<file path="src/rtl/cdb_arbiter_pkg.sv">
// Shared constants for the common data bus arbiter: field widths, null tag and unit indices.
package cdb_arbiter_pkg;

  localparam int CDB_NUM_REQ = 3;
  localparam int CDB_TAG_W   = 4;
  localparam int CDB_DATA_W  = 32;
  localparam int CDB_EXTRA_W = 33;

  localparam logic [CDB_TAG_W-1:0] CDB_NULL_TAG = '0;

  localparam int UNIT_ALU = 0;
  localparam int UNIT_LSB = 1;
  localparam int UNIT_BRU = 2;

endpackage

</file>
<file path="src/rtl/cdb_req_fifo.sv">
// Two-entry result FIFO for one functional unit; flush empties it synchronously.
module cdb_req_fifo #(
  parameter int WIDTH = 69
) (
  input  logic             clk,
  input  logic             flush,
  input  logic             push,
  input  logic [WIDTH-1:0] wdata,
  input  logic             pop,
  output logic [WIDTH-1:0] rdata,
  output logic             empty,
  output logic             ready
);

  logic [WIDTH-1:0] mem [2];
  logic             wr_ptr;
  logic             rd_ptr;
  logic [1:0]       count;

  always_ff @(posedge clk) begin
    if (flush) begin
      wr_ptr <= 1'b0;
      rd_ptr <= 1'b0;
      count  <= 2'd0;
    end else begin
      if (push) wr_ptr <= ~wr_ptr;
      if (pop)  rd_ptr <= ~rd_ptr;
      case ({push, pop})
        2'b10:   count <= count + 2'd1;
        2'b01:   count <= count - 2'd1;
        default: count <= count;
      endcase
    end
  end

  // Storage needs no reset: entries are only read once counted in.
  always_ff @(posedge clk) begin
    if (push) mem[wr_ptr] <= wdata;
  end

  assign rdata = mem[rd_ptr];
  assign empty = (count == 2'd0);
  assign ready = (count < 2'd2);

endmodule

</file>
<file path="src/rtl/cdb_arbiter.sv">
// Round-robin arbiter sharing the CDB among functional units, one registered broadcast per cycle.
module cdb_arbiter
  import cdb_arbiter_pkg::*;
#(
  parameter int NUM_REQ     = CDB_NUM_REQ,
  parameter int TAG_WIDTH   = CDB_TAG_W,
  parameter int DATA_WIDTH  = CDB_DATA_W,
  parameter int EXTRA_WIDTH = CDB_EXTRA_W
) (
  input  logic                           clk,
  input  logic                           rst,
  input  logic                           rob_rollback_in,
  input  logic [NUM_REQ-1:0]             req_valid_in,
  input  logic [NUM_REQ*TAG_WIDTH-1:0]   req_tag_in,
  input  logic [NUM_REQ*DATA_WIDTH-1:0]  req_data_in,
  input  logic [NUM_REQ*EXTRA_WIDTH-1:0] req_extra_in,
  output logic [NUM_REQ-1:0]             req_ready_out,
  output logic                           cdb_valid_out,
  output logic [TAG_WIDTH-1:0]           cdb_tag_out,
  output logic [DATA_WIDTH-1:0]          cdb_data_out,
  output logic [EXTRA_WIDTH-1:0]         cdb_extra_out,
  output logic [$clog2(NUM_REQ)-1:0]     cdb_src_out
);

  localparam int SRC_W = $clog2(NUM_REQ);
  localparam int ENT_W = TAG_WIDTH + DATA_WIDTH + EXTRA_WIDTH;

  logic [ENT_W-1:0]   head [NUM_REQ];
  logic [NUM_REQ-1:0] empty;
  logic [NUM_REQ-1:0] push;
  logic [NUM_REQ-1:0] pop;
  logic [SRC_W-1:0]   rr_ptr;
  logic [SRC_W-1:0]   grant_idx;
  logic [SRC_W:0]     scan;
  logic               grant_any;
  logic               flush;

  // Flush also discards any push or pop of the same cycle.
  assign flush = rst | rob_rollback_in;
  assign push  = req_valid_in & req_ready_out;

  for (genvar i = 0; i < NUM_REQ; i++) begin : g_fifo
    assign pop[i] = grant_any && (grant_idx == SRC_W'(i));

    cdb_req_fifo #(.WIDTH(ENT_W)) u_fifo (
      .clk   (clk),
      .flush (flush),
      .push  (push[i]),
      .wdata ({req_tag_in[i*TAG_WIDTH +: TAG_WIDTH],
               req_data_in[i*DATA_WIDTH +: DATA_WIDTH],
               req_extra_in[i*EXTRA_WIDTH +: EXTRA_WIDTH]}),
      .pop   (pop[i]),
      .rdata (head[i]),
      .empty (empty[i]),
      .ready (req_ready_out[i])
    );
  end

  always_comb begin
    grant_any = 1'b0;
    grant_idx = '0;
    scan      = '0;
    for (int k = 0; k < NUM_REQ; k++) begin
      scan = {1'b0, rr_ptr} + (SRC_W+1)'(k);
      if (scan >= (SRC_W+1)'(NUM_REQ)) scan = scan - (SRC_W+1)'(NUM_REQ);
      if (!grant_any && !empty[scan[SRC_W-1:0]]) begin
        grant_any = 1'b1;
        grant_idx = scan[SRC_W-1:0];
      end
    end
  end

  // Rollback keeps the round-robin pointer and the last payload; only rst clears them.
  always_ff @(posedge clk) begin
    if (rst) begin
      rr_ptr        <= '0;
      cdb_valid_out <= 1'b0;
      cdb_tag_out   <= TAG_WIDTH'(CDB_NULL_TAG);
      cdb_data_out  <= '0;
      cdb_extra_out <= '0;
      cdb_src_out   <= '0;
    end else if (rob_rollback_in) begin
      cdb_valid_out <= 1'b0;
    end else begin
      cdb_valid_out <= grant_any;
      if (grant_any) begin
        {cdb_tag_out, cdb_data_out, cdb_extra_out} <= head[grant_idx];
        cdb_src_out <= grant_idx;
        rr_ptr      <= (grant_idx == SRC_W'(NUM_REQ-1)) ? '0 : grant_idx + SRC_W'(1);
      end
    end
  end

endmodule

</file>
<file path="config.mk">
export PLATFORM = sky130hd
export DESIGN_NAME = cdb_arbiter
export DESIGN_NICKNAME = d
export VERILOG_FILES = /design/src/rtl/cdb_arbiter_pkg.sv /design/src/rtl/cdb_req_fifo.sv /design/src/rtl/cdb_arbiter.sv
export SDC_FILE = /design/constraint.sdc
export NUM_CORES = 1
export LEC_CHECK = 0
export CORE_AREA = 4 4 213 215
export CTS_CLUSTER_SIZE = 30
export DETAILED_ROUTE_END_ITERATION = 10
export DIE_AREA = 0 0 217 219
export GPL_ROUTABILITY_DRIVEN = 0
export GPL_TIMING_DRIVEN = 0
export PLACE_DENSITY = 0.67
export SLEW_MARGIN = 10
export SYNTH_ARGS = -nofsm -noshare
export SYNTH_HDL_FRONTEND = slang
export SYNTH_SLANG_ARGS = --single-unit
export TNS_END_PERCENT = 100
</file>
<file path="constraint.sdc">
create_clock -name clk -period 10.9 [get_ports clk]
set_clock_uncertainty 0.2 [all_clocks]
set_input_delay 1.635 -clock clk [delete_from_list [all_inputs] [get_ports clk]]
set_output_delay 1.635 -clock clk [all_outputs]
set_load 0.02 [all_outputs]
</file>
==> parameters.txt, run 1 <==
Parameter                              Value

Status
  Status ... completed

Worst setup path
  Data required time of the worst path ... 11210 ps
  Critical Setup Path Class ... flip-flop to flip-flop
  Element type at the critical path start ... flip-flop
  Max Fanout on Critical Path ... 10
  Worst path arrival time ... 4870 ps
  Setup crit end kind ... flip-flop

Logic synthesis
  Synth Cell Area ... 0.01929 mm²
  Cells taking the most area after synthesis ... edfxtp_1 64%, dfxtp_1 9.2%, mux2i_1 7.2%, mux2_2 4.0%, o2111ai_1 3.1%
  Total number of yosys warnings ... 0
  Top_reg_cell synth ... edfxtp_1
  Nets in the synthesized netlist ... 1412
  Post-synthesis area per instance ... 16.17 µm²
  Area share of the largest cell type after synthesis ... 0.6446
  Async set-or-reset flop fraction in the synthesized netlist ... 0
  Number of enable-type register cells in the synthesized netlist ... 414
  Cell type with the largest total area after synthesis ... edfxtp_1
  Sequential element share of the synthesized area ... 0.7370
  Unique cell type count in the Yosys netlist ... 50
  Number of cells produced by synthesis ... 1193
  Flops & latches, synth ... 503
  Commonest cells in the synthesized netlist ... 414 x edfxtp_1, 139 x mux2i_1, 89 x dfxtp_1
  Most common cell in the netlist ... edfxtp_1

Global routing
  Remaining Overflow, GRT ... 0
  Global-route wire length before repair ... 72220 µm
  Via count of the first global-routing pass ... 12180
  Initial antenna violation count ... 4
  Total global-route track usage ... 0.1986
  Largest net degree at the start of global routing ... 41

Route
  Via Count ... 11690
  Number of remaining DRC errors ... 0
  Iteration-0 DRC Markers ... 859
  First-pass DRT Iterations ... 6
  Per-cell via count in the routed design ... 5.377
  Wire length per cell ... 22.12 µm
  Post-detailed-routing wire length ... 48110 µm
  Routed Antenna Nets ... 0

Floorplan
  Die Y-Extent ... 219 µm
  Core box area ... 0.04374 mm²
  Chip width ... 217 µm
  Area of the die ... 0.04752 mm²
  Top-Level Pins ... 288
  Initial cell density of the core ... 0.4409
  Core Rows ... 77

Power and ir drop
  Post-layout total power ... 5.917 mW
  Static leakage power ... 8.058 nW
  Switching Fraction ... 0.3190
  Total power per unit cell area ... 238.9 mW/mm²
  Sequential Power Share ... 0.405
  Internal ... 4.030 mW
  Net Sw Power ... 1.887 mW
  Relative contribution of combinational cells to total power ... 0.305
  Fraction of power consumed by the clock network ... 0.290
  Worst vdd rail ir drop ... 0.1426 mV

CTS
  CTS tree ... yes
  H-Tree Depth ... 2
  CTS resizes ... 0
  Count of hold buffers inserted by post-cts repair ... 0
  Register clock-pin slew on the reported worst setup and hold paths ... 60 ps
  Buffers inserted during post-CTS setup optimization ... 0
  Deepest clock path buffer count ... 3
  Clock latency on the worst-skew pair ... 580 ps
  TritonCTS Sinks ... 503
  Total clock buffers created by CTS ... 51
  Root Driver ... clkbuf_16

Timing
  Total Neg Setup Slack ... 0 ps
  Share of the cycle needed by the critical path after routing ... 0.4188
  Post-route minimum period ... 4565 ps
  Highest achievable clock rate ... 219.1 MHz
  Worst hold slack after final layout ... 264.8 ps
  Slew of the pin with the lowest slew margin ... 1159 ps
  Max-slew violation total from the final report ... 0
  Worst slew slack as a fraction of its limit ... 0.2218
  Setup repair after global routing missed its margin ... no
  Endpoints failing hold ... 0
  Slack of the critical path ... 6335 ps
  Number of setup violations in the final report ... 0

Place
  Worst setup timing slack at the placement stage ... 6120 ps
  Buffers on Ports ... 286
  Detailed placer's ending HPWL ... 33180 µm

Cells and area
  Multi-input logic area ... 0.004710 mm²
  Ratio of cells with drive above 1 in the final layout ... 0.1207
  Number of inserted filler cells in the final layout ... 3510
  Area taken by flip-flops and latches ... 0.01421 mm²
  Syn-to-layout area delta ... 28.44%
  Final nets ... 1760

Job
  Number of max-cap violations ... 0

Hold path
  HP Class ... flip-flop to flip-flop
[kinds of logic after synthesis]
family                     synth area share
adders and majority gates          0.003892
xor gates and xnor gates           0.004087
DFF                                  0.7370
muxes                                0.1124
AOI/OAI and AO/OA                   0.07402
and+or+nand+nor                     0.04782
buffers and inverters               0.02076
[per-layer routing]
metal | part of all wire | track usage | vias to the layer above
li1 | - | - | 5391
met1 | 0.43 | 0.2691 | 5867
met2 | 0.49 | 0.3317 | 369
met3 | 0.061 | 0.03849 | 65
met4 | 0.019 | 0.05321 | 2
met5 | 0.00029 | 0 | -
[power by group through the flow]
stage | clock, mW | sequential, mW | combinational [mW]
5_1_grt | 1.84 | 2.41 | 1.96
3_5_place_dp | 0 | 2.44 | 1.81
2_1_floorplan | 0 | 2.50 | 1.07
4_1_cts | 1.75 | 2.40 | 1.82
6_report | 1.72 | 2.40 | 1.80
3_3_place_gp | 0 | 2.45 | 1.76
[worst max-delay path, stage by stage (launching register included)]
cell	delay (ps)
dfxtp_1	360
inv_1	70
ha_1	290
buf_2	230
nor4b_1	520
nor4bb_1	110
o21ai_1	640
and2_1	230
buf_2	350
buf_1	470
nor2_1	150
ha_1	350
or3_1	370
a21oi_1	130
[final timing paths]
path / startpoint / endpoint / slack (ps) / depth (start not counted)
hold reg to reg: cdb_data_out[11] / cdb_data_out[11] / 260 / 2
setup / recovery: rr_ptr[0] / g_fifo[1].u_fifo.count[1] / 6340 / 13
hold / removal: cdb_data_out[11] / cdb_data_out[11] / 260 / 2
setup reg to reg: rr_ptr[0] / g_fifo[1].u_fifo.count[1] / 6340 / 13
[cell usage in the layout, fill, tap and decap left out, types with 8 or more instances in the layout]
master             n
a21oi_1           11
buf_12             8
buf_2             11
clkbuf_1          86
clkbuf_16         51
clkbuf_8          12
clkdlybuf4s50_1  286
dfxtp_1           89
edfxtp_1         414
mux2_2            69
mux2i_1          139
nand2_1           77
nand3_1           70
nor2_1            18
o2111ai_1         69
o211ai_1          60
o211ai_2          10
[through the flow]
step	instances	area (µm²)	utilization
global placement	2071	22890	0.5233
finish	2175	24770	0.5663
detailed placement	2080	23110	0.5285
global route	2174	24770	0.5663
floorplan	1193	19290	-
CTS	2174	24770	0.5663
[sequential cells by signal (all words and copies together), names as in the netlist, named ones only]
name and cells:
g_fifo.u_fifo.rd_ptr 3, rr_ptr 2, cdb_src_out 2, cdb_extra_out 33, cdb_tag_out 4, g_fifo.u_fifo.wr_ptr 3, cdb_valid_out 1, cdb_data_out 32
g_fifo.u_fifo.mem 414, g_fifo.u_fifo.count 6
[area by class of cell]
type | instances | area share
plain buffers | 90 | 0.01541
inverters | 5 | 0.0007577
well taps | 592 | 0.02990
flip-flops and latches | 503 | 0.5738
diodes | 1 | 0.0001010
multi-input cells | 595 | 0.1901
clock inverters | 14 | 0.005961
repair buffers | 295 | 0.1232
clock buffers | 80 | 0.06077
Note: power is estimated with default switching activity, not from simulation.
==> run 2: changes to the inputs <==
Clock period 10.9 ns to 4.6 ns, I/O delays scaled along.
==> parameters.txt, run 2 (same netlist as run 1, synthesis figures left out) <==
Parameter                              Value

Place
  Post-place instance area ... 0.02311 mm²
  Worst setup timing slack at the placement stage ... 4.677 ps
  Placed Cells ... 2080
  Detailed placer's ending HPWL ... 33180 µm
  Buffers on Ports ... 286

CTS
  H-Tree Depth ... 2
  Deepest clock path buffer count ... 3
  Count of hold buffers inserted by post-cts repair ... 0
  TritonCTS Sinks ... 503
  Clock latency on the worst-skew pair ... 580 ps
  Root Driver ... clkbuf_16
  CTS tree ... yes
  Register clock-pin slew on the reported worst setup and hold paths ... 60 ps
  Total clock buffers created by CTS ... 51

Floorplan
  Area of the die ... 0.04752 mm²
  Die Y-Extent ... 219 µm
  Core box area ... 0.04374 mm²
  Initial cell density of the core ... 0.4409
  Top-Level Pins ... 288
  Chip width ... 217 µm
  Core Rows ... 77

Status
  Status ... completed

Hold path
  HP Class ... flip-flop to flip-flop

Global routing
  Initial antenna violation count ... 4
  Remaining Overflow, GRT ... 0
  Via count of the first global-routing pass ... 12180
  Largest net degree at the start of global routing ... 41
  Total global-route track usage ... 0.1986
  Global-route wire length before repair ... 72220 µm

Worst setup path
  Max incr delay on CP ... 530 ps
  Element type at the critical path start ... flip-flop
  Max Fanout on Critical Path ... 10
  Data required time of the worst path ... 4910 ps
  Slowest library cell on the worst path ... nor4b_1
  Setup crit end kind ... flip-flop
  Critical Setup Path Class ... flip-flop to flip-flop
  Worst path arrival time ... 4540 ps
  CP cell instances ... inv_1 > ha_1 > buf_2 > nor4b_1 > nor4bb_1 > o21ai_2 > and2_1 > buf_2 > buf_1 > nor2_1 > ha_1 > or3_1 > a21oi_1

Power and ir drop
  Worst vdd rail ir drop ... 0.3383 mV
  Total power per unit cell area ... 566.0 mW/mm²
  Static leakage power ... 8.057 nW

Timing
  Slew of the pin with the lowest slew margin ... 1242 ps
  Slack of the critical path ... 369.3 ps
  Highest achievable clock rate ... 236.4 MHz
  Number of setup violations in the final report ... 0
  Post-route minimum period ... 4231 ps
  Setup repair after global routing missed its margin ... no
  Endpoints failing hold ... 0
  Max-slew violation total from the final report ... 0
  Share of the cycle needed by the critical path after routing ... 0.9197
  Worst slew slack as a fraction of its limit ... 0.1688
  Worst hold slack after final layout ... 264.8 ps

Route
  Post-detailed-routing wire length ... 48200 µm
  Iteration-0 DRC Markers ... 810
  Routed Antenna Nets ... 0
  Number of remaining DRC errors ... 0
  Per-cell via count in the routed design ... 5.380
  First-pass DRT Iterations ... 5
  Wire length per cell ... 22.16 µm
  Via Count ... 11700

Cells and area
  Top flop regs ... g_fifo.u_fifo.mem x414, cdb_extra_out x33, cdb_data_out x32
  Ratio of cells with drive above 1 in the final layout ... 0.1214
  Commonest cells after routing, fill and taps aside ... 414 x edfxtp_1, 286 x clkdlybuf4s50_1, 139 x mux2i_1, 89 x dfxtp_1, 85 x clkbuf_1
  Number of inserted filler cells in the final layout ... 3511
  Final Non-Filler Cells ... 2175
  Register with the most flip-flops ... g_fifo.u_fifo.mem
  Syn-to-layout area delta ... 28.45%
  Final nets ... 1759
  Total non-filler cell area in the finished layout ... 0.02477 mm²
  Commonest non-fill, non-tap cell in the layout ... edfxtp_1
  Number of flip-flops in the largest register ... 414
  Utilization of the core after routing ... 0.5664

Job
  Number of max-cap violations ... 0
==> run 2: changes by cell type in the layout (fill, tap and decap cells not counted), sizes merged <==
cell | previous run | this run
diode | 1 | 2
clkbuf | 149 | 148
==> run 2: report_power, final <==
| part | switching (mW) | internal [mW] |
|---|---|---|
| combinational | 2.64 | 1.63 |
| sequential | 0.174 | 5.50 |
| clock | 1.67 | 2.41 |
==> run 2: repair_timing <==
item,4_1_cts,5_1_grt
setup endpoints to repair,0,2
gates resized for setup,0,1
setup buffers,0,0
==> run 2: layout make-up <==
| class | instances | area [µm²] | area share |
|---|---|---|---|
| diodes | 2 | 5.005 | 0.0002020 |
| plain buffers | 89 | 377.9 | 0.01525 |
| clock buffers | 80 | 1505 | 0.06076 |
| clock inverters | 14 | 147.6 | 0.005960 |
| inverters | 5 | 18.77 | 0.0007576 |
| multi-input cells | 595 | 4713 | 0.1903 |
| flip-flops and latches | 503 | 14210 | 0.5738 |
| well taps | 592 | 740.7 | 0.02990 |
| repair buffers | 295 | 3050 | 0.1231 |
==> run 2: path summary, 6_finish.rpt <==
| path | from | slack (ps) | cells after the start | endpoint |
|---|---|---|---|---|
| worst min-delay path | cdb_data_out[11] | 260 | 2 | cdb_data_out[11] |
| worst min register to register | cdb_data_out[11] | 260 | 2 | cdb_data_out[11] |
| worst max register to register | rr_ptr[0] | 370 | 13 | g_fifo[1].u_fifo.count[1] |
| worst max-delay path | rr_ptr[0] | 370 | 13 | g_fifo[1].u_fifo.count[1] |
==> run 2: metrics by stage <==
step | TNS (ps) | power (mW)
finish | 0 | 14.02
CTS | 0 | 14.15
global route | 0 | 14.72
floorplan | 0 | 8.463
global placement | -529230 | 9.974
detailed placement | 0 | 10.07
==> run 2: layer usage <==
layer,part of all wire,GRT usage,up-vias
li1,-,-,5392
met1,0.44,0.2691,5880
met2,0.49,0.3317,363
met3,0.057,0.03849,65
met4,0.019,0.05321,2
met5,0.00027,0,-
==> run 2: worst max-delay path, delay by kind of cell, from the launching register on <==
| kind | cells | cell delay (ps) |
|---|---|---|
| AOI/OAI and AO/OA | 2 | 430 |
| adders and majority gates | 2 | 640 |
| buffers and inverters | 4 | 1110 |
| DFF | 1 | 360 |
| and+or+nand+nor | 5 | 1400 |
